[src/rtl/urv_timer_irq_if.sv]
// Register port between the core's peripheral decode and urv_timer_irq.
interface urv_timer_irq_if;
  logic        reg_we_i;
  logic [1:0]  reg_addr_i;
  logic [31:0] reg_wdata_i;
  logic [31:0] reg_rdata_o;

  modport master (
    output reg_we_i,
    output reg_addr_i,
    output reg_wdata_i,
    input  reg_rdata_o
  );

  modport slave (
    input  reg_we_i,
    input  reg_addr_i,
    input  reg_wdata_i,
    output reg_rdata_o
  );
endinterface

[src/rtl/urv_timer_irq.sv]
// Interrupt source stage: prescaled 32-bit compare timer (one-shot or
// auto-reload) driving tick_o, and a synchronised external IRQ driving irq_o.
module urv_timer_irq #(
  parameter int unsigned PRESCALE_WIDTH = 16,
  parameter int unsigned SYNC_STAGES    = 2
) (
  input  logic            clk_i,
  input  logic            rst_n_i,
  urv_timer_irq_if.slave  reg_if,
  input  logic            irq_ext_i,
  output logic            tick_o,
  output logic            irq_o
);

  typedef enum logic [1:0] {
    REG_CTRL     = 2'd0,
    REG_PRESCALE = 2'd1,
    REG_COMPARE  = 2'd2,
    REG_COUNT    = 2'd3
  } reg_sel_e;

  localparam logic [PRESCALE_WIDTH-1:0] PCNT_ONE = PRESCALE_WIDTH'(1);

  logic                      en_q, en_d;
  logic                      reload_q, reload_d;
  logic                      edge_q, edge_d;
  logic                      pend_q, pend_d;
  logic [PRESCALE_WIDTH-1:0] presc_q, presc_d;
  logic [PRESCALE_WIDTH-1:0] pcnt_q, pcnt_d;
  logic [31:0]               compare_q, compare_d;
  logic [31:0]               count_q, count_d;
  logic                      tick_q, tick_d;
  logic [SYNC_STAGES-1:0]    sync_q;
  logic                      irq_d_q;
  logic                      irq_q, irq_d;

  reg_sel_e sel;
  logic     ctrl_wr, presc_wr, cmp_wr, cnt_wr;
  logic     pcnt_run, strobe, match, tmr_upd, pend_set;
  logic     irq_s;

  assign sel      = reg_sel_e'(reg_if.reg_addr_i);
  assign ctrl_wr  = reg_if.reg_we_i && (sel == REG_CTRL);
  assign presc_wr = reg_if.reg_we_i && (sel == REG_PRESCALE);
  assign cmp_wr   = reg_if.reg_we_i && (sel == REG_COMPARE);
  assign cnt_wr   = reg_if.reg_we_i && (sel == REG_COUNT);

  // A CTRL write clearing EN freezes the prescaler in that same cycle.
  assign pcnt_run = en_q && !(ctrl_wr && !reg_if.reg_wdata_i[0]);
  assign strobe   = pcnt_run && (pcnt_q == presc_q) && !presc_wr;
  assign match    = strobe && (count_q == compare_q);
  // Register writes override the strobe's COUNT/EN update and its tick;
  // only a CTRL write still lets the match set PEND (set beats clear).
  assign tmr_upd  = strobe && !(ctrl_wr || cmp_wr || cnt_wr);
  assign pend_set = match && !(cmp_wr || cnt_wr);

  assign irq_s    = sync_q[SYNC_STAGES-1];

  // Next-state for configuration, prescaler, timer and output registers.
  always_comb begin
    en_d      = en_q;
    reload_d  = reload_q;
    edge_d    = edge_q;
    pend_d    = pend_q;
    presc_d   = presc_q;
    pcnt_d    = pcnt_q;
    compare_d = compare_q;
    count_d   = count_q;
    tick_d    = tmr_upd && match;
    irq_d     = edge_q ? (irq_s && !irq_d_q) : irq_s;

    if (presc_wr) begin
      presc_d = reg_if.reg_wdata_i[PRESCALE_WIDTH-1:0];
      pcnt_d  = '0;
    end else if (pcnt_run) begin
      pcnt_d = (pcnt_q == presc_q) ? '0 : pcnt_q + PCNT_ONE;
    end

    if (tmr_upd) begin
      if (!match) begin
        count_d = count_q + 32'd1;
      end else if (reload_q) begin
        count_d = '0;
      end else begin
        en_d = 1'b0;
      end
    end

    if (ctrl_wr) begin
      en_d     = reg_if.reg_wdata_i[0];
      reload_d = reg_if.reg_wdata_i[1];
      edge_d   = reg_if.reg_wdata_i[2];
      if (reg_if.reg_wdata_i[8]) pend_d = 1'b0;
    end
    if (pend_set) pend_d = 1'b1;

    if (cmp_wr) compare_d = reg_if.reg_wdata_i;
    if (cnt_wr) count_d   = reg_if.reg_wdata_i;
  end

  // State registers, all cleared asynchronously by reset.
  always_ff @(posedge clk_i or negedge rst_n_i) begin
    if (!rst_n_i) begin
      en_q      <= 1'b0;
      reload_q  <= 1'b0;
      edge_q    <= 1'b0;
      pend_q    <= 1'b0;
      presc_q   <= '0;
      pcnt_q    <= '0;
      compare_q <= '0;
      count_q   <= '0;
      tick_q    <= 1'b0;
      sync_q    <= '0;
      irq_d_q   <= 1'b0;
      irq_q     <= 1'b0;
    end else begin
      en_q      <= en_d;
      reload_q  <= reload_d;
      edge_q    <= edge_d;
      pend_q    <= pend_d;
      presc_q   <= presc_d;
      pcnt_q    <= pcnt_d;
      compare_q <= compare_d;
      count_q   <= count_d;
      tick_q    <= tick_d;
      sync_q    <= {sync_q[SYNC_STAGES-2:0], irq_ext_i};
      irq_d_q   <= irq_s;
      irq_q     <= irq_d;
    end
  end

  // Combinational read mux; reads have no side effects.
  always_comb begin
    reg_if.reg_rdata_o = '0;
    unique case (sel)
      REG_CTRL:     reg_if.reg_rdata_o = {23'd0, pend_q, 5'd0, edge_q, reload_q, en_q};
      REG_PRESCALE: reg_if.reg_rdata_o = 32'(presc_q);
      REG_COMPARE:  reg_if.reg_rdata_o = compare_q;
      REG_COUNT:    reg_if.reg_rdata_o = count_q;
      default:      reg_if.reg_rdata_o = '0;
    endcase
  end

  assign tick_o = tick_q;
  assign irq_o  = irq_q;

endmodule

[src/flat_wrapper.sv]
// flat-port wrapper written by rule: the top's interface ports become plain ports
module urv_timer_irq_flat 
#(
  parameter int unsigned PRESCALE_WIDTH = 16,
  parameter int unsigned SYNC_STAGES    = 2
)
  (clk_i, rst_n_i, irq_ext_i, tick_o, irq_o, reg_if_reg_we_i, reg_if_reg_addr_i, reg_if_reg_wdata_i, reg_if_reg_rdata_o);
  urv_timer_irq_if reg_if_i ();
  input  logic clk_i;
  input  logic rst_n_i;
  input  logic irq_ext_i;
  output logic tick_o;
  output logic irq_o;
  input wire logic [$bits(reg_if_i.reg_we_i)-1:0] reg_if_reg_we_i;
  input wire logic [$bits(reg_if_i.reg_addr_i)-1:0] reg_if_reg_addr_i;
  input wire logic [$bits(reg_if_i.reg_wdata_i)-1:0] reg_if_reg_wdata_i;
  output wire logic [$bits(reg_if_i.reg_rdata_o)-1:0] reg_if_reg_rdata_o;
  assign reg_if_i.reg_we_i = reg_if_reg_we_i;
  assign reg_if_i.reg_addr_i = reg_if_reg_addr_i;
  assign reg_if_i.reg_wdata_i = reg_if_reg_wdata_i;
  assign reg_if_reg_rdata_o = reg_if_i.reg_rdata_o;
  urv_timer_irq #(.PRESCALE_WIDTH(PRESCALE_WIDTH), .SYNC_STAGES(SYNC_STAGES)) u_core (.clk_i(clk_i), .rst_n_i(rst_n_i), .reg_if(reg_if_i), .irq_ext_i(irq_ext_i), .tick_o(tick_o), .irq_o(irq_o));
endmodule
[config.mk]
export PLATFORM = sky130hd
export DESIGN_NAME = urv_timer_irq_flat
export DESIGN_NICKNAME = d
export VERILOG_FILES = /design/src/rtl/urv_timer_irq_if.sv /design/src/rtl/urv_timer_irq.sv /design/src/flat_wrapper.sv
export SDC_FILE = /design/constraint.sdc
export NUM_CORES = 1
export LEC_CHECK = 0
export ABC_AREA = 0
export CORE_UTILIZATION = 48
export CTS_CLUSTER_DIAMETER = 80
export DETAILED_ROUTE_END_ITERATION = 6
export PLACE_DENSITY = 0.73
export SKIP_CTS_REPAIR_TIMING = 1
export SLEW_MARGIN = 10
export SYNTH_ARGS = -nofsm -noshare
export SYNTH_HDL_FRONTEND = slang
export SYNTH_SLANG_ARGS = --single-unit
[constraint.sdc]
create_clock -name clk_i -period 2.7 [get_ports clk_i]
set_input_delay 0.675 -clock clk_i [delete_from_list [all_inputs] [get_ports clk_i]]
set_output_delay 0.675 -clock clk_i [all_outputs]
set_load 0.02 [all_outputs]
==> reports/metrics.yaml <==
status: "complete, no violations"
antenna_found_initial: 0
critical_path_arrival_ns: 2.92
required_ns: 2.98
final_cell_mix: "98 x dfrtp_1, 62 x mux2_2, 58 x buf_4, 52 x nand2_1, 42 x xnor2_1"
syn_inst: 612
synthArstFlopShare_pct: 100
vias_per_cell: 6.05
worst_ir_drop_vdd_mv: 0.445
powerDensity_mw_per_mm2: 618
start_util_pct: 49.2
port_buffers: 71
endpoint: "u_core.count_q[24]"
maxCapViolCount: 0
synth_cell_types: 50
ant_nets: 0
row_count: 41
cts_root_buf: "clkbuf_16"
drtIter0Drc: 568
worstPathMaxFanout: 3
dieHeight_um: 116
area_delta_synth_final_pct: 30.3
layoutNonFillerInstCount: 896
post_dp_cell_area_mm2: 0.00751
path_class: "in2reg"
fin_crit_ns: 2.65
reg2reg_depth: 8
synth_warnings: 0
cts_buffer_depth: 2
critical_path.cell_chain: "clkdlybuf4s50_1, or4b_2, nand3_1, nor4_4, buf_4, or4_1, a31oi_1"
finish.utilization_pct: 64.1
reg2reg_to: "u_core.count_q[7]"
clk_latency_ns: 0.36
io-pin-count: 72
fmax_ghz: 0.378
cts.sinks: 105
routabilityCongestion: 0.896
final-setup-viol-count: 0
grt_pass1_wl_mm: 28.7
synth_edf_count: 0
rrSetupSlack_ns: 0.10
cp-startpoint: "reg_if_reg_wdata_i[0]"
start_kind: "input port"
finalWorstSetupSlack_ns: 0.0520
cts.clk_slew.worst_paths_ns: 0.07
finalClockSkew_ns: 0.00575
yosysTopAreaCell: "dfrtp_1"
hold_viol: 0
die-area_mm2: 0.0135
synth-seq-area-share_pct: 42.1
final_common_cell: "dfrtp_1"
gr-usage-all-layers_pct: 28.4
routed_wl_mm: 17.8
grt_pass1_vias: 5380
core_mm2: 0.0127
end_kind: "register"
max_slew.worst_pin.slew_ns: 0.575
grt_max_degree: 46
post-place-ws_ns: -0.523
cts_tree: "yes"
period_share_pct: 98.1
dp_cells: 875
avgSynthCellArea_um2: 10.2
avgRoutedWirePerCell_um: 19.8
crit_slowest_cell: "or4b_2"
timing.slew.headroom_pct: 61.7
grt_overflow_total: 0
final_area_mm2: 0.00813
diodes: 0
synth_seq_cells: 105
tns_ns: 0
die_w_um: 116
synth_nets: 652
vias: 5419
synth_top_area_share_pct: 42.1
reg2reg_from: "u_core.compare_q[23]"
dr.pass1.iters: 5
synthFlopType: "dfrtp_1"
fin_nets: 759
finalMaxSlewViolations: 0
cts_buffers: 9
synth_area_mm2: 0.00624
dp_hpwl_mm: 12.9
htree_levels: 3
critPathMaxStageDelay_ns: 0.68
synthTopCellsByArea: "dfrtp_1 42%, mux2_2 11%, xnor2_1 6.9%"
hp-class: "in2async"
leakage_uw: 0.00380
final_layout_size_suffix_gt1_share_pct: 26.1
drc: 0
-- flip-flops by register name, summed over array words and instances, names as in the netlist --
register	count
u_core.compare_q	32
u_core.count_q	32
u_core.pcnt_q	16
u_core.presc_q	16
u_core.sync_q	2
u_core.edge_q	1
u_core.en_q	1
u_core.irq_d_q	1
u_core.irq_o	1
u_core.pend_q	1
u_core.reload_q	1
u_core.tick_o	1
-- kinds of logic (layout without fill, tap and decap cells) --
logic type	count (synthesis)	after routing	synth area share [%]
AO/OA/AOI/OAI	120	120	14.4
multiplexers	82	82	15.2
buffers and inverters	42	154	2.73
adder cells (fa/ha/maj)	2	2	0.401
flip-flops	105	105	42.1
XOR/XNOR	59	59	8.28
AND/OR/NAND/NOR	202	202	16.8
-- Yosys cell counts, types with 5 or more instances --
| cell type | instances |
|---|---|
| a21boi_0 | 17 |
| a21oi_1 | 12 |
| a22o_1 | 13 |
| a31oi_1 | 12 |
| and2_1 | 5 |
| and3_1 | 5 |
| clkbuf_1 | 32 |
| dfrtp_1 | 105 |
| mux2_2 | 62 |
| mux2i_1 | 16 |
| nand2_1 | 54 |
| nand3_1 | 20 |
| nand4_1 | 19 |
| nor2_1 | 34 |
| nor2b_1 | 19 |
| nor3_1 | 11 |
| nor4_1 | 9 |
| o21a_1 | 6 |
| o21ai_0 | 15 |
| o22a_1 | 16 |
| o41ai_1 | 15 |
| xnor2_1 | 49 |
| xor2_1 | 10 |
-- how the worst min path moves through the flow --
stage                           startpoint                  end  slack, ns  depth (start not counted)
final                              rst_n_i         u_core.irq_o       0.26                          1
after global routing               rst_n_i         u_core.irq_o       0.28                          1
after floorplan           u_core.sync_q[0]     u_core.sync_q[1]       0.33                          0
after CTS                          rst_n_i  u_core.compare_q[8]       0.27                          1
after detailed placement  u_core.sync_q[0]     u_core.sync_q[1]       0.35                          0
after global placement    u_core.sync_q[0]     u_core.sync_q[1]       0.34                          0
-- per-stage QoR --
step	hold WS [ns]	power (uW)
2_1_floorplan	0.331	2990
3_3_place_gp	0.340	3570
3_5_place_dp	0.346	3620
4_1_cts	0.270	4990
5_1_grt	0.285	5250
6_report	0.259	5020
-- where the power goes --
group / internal [uW] / total [uW] / leakage [uW] / switching [uW]
combinational: 769 / 1440 / 0.00240 / 675
clock: 770 / 1370 / 0.000149 / 603
sequential: 1830 / 2200 / 0.00125 / 371
-- area by class of cell --
class / instances / area (um^2)
fillers: 1022 / 4540
repair buffers: 137 / 1350
flip-flops and latches: 105 / 2640
multi-input cells: 465 / 3610
inverters: 1 / 3.75
clock buffers: 12 / 256
well taps: 172 / 215
clock inverters: 4 / 51.3
-- worst max-delay path: cells and delay by family --
kind	cells	cell delay (ns)
and+or+nand+nor	4	1.44
buffers and inverters	2	0.61
AOI/OAI and AO/OA	1	0.20
-- layer usage --
metal | GRT usage, % | up-vias | wire length [um]
met4 | 12.9 | 0 | 617
met2 | 46.0 | 200 | 8620
met1 | 36.4 | 2719 | 7400
li1 | - | 2464 | -
met5 | 0 | - | 0
met3 | 6.17 | 36 | 1130
Note: power is estimated with default switching activity, not from simulation.
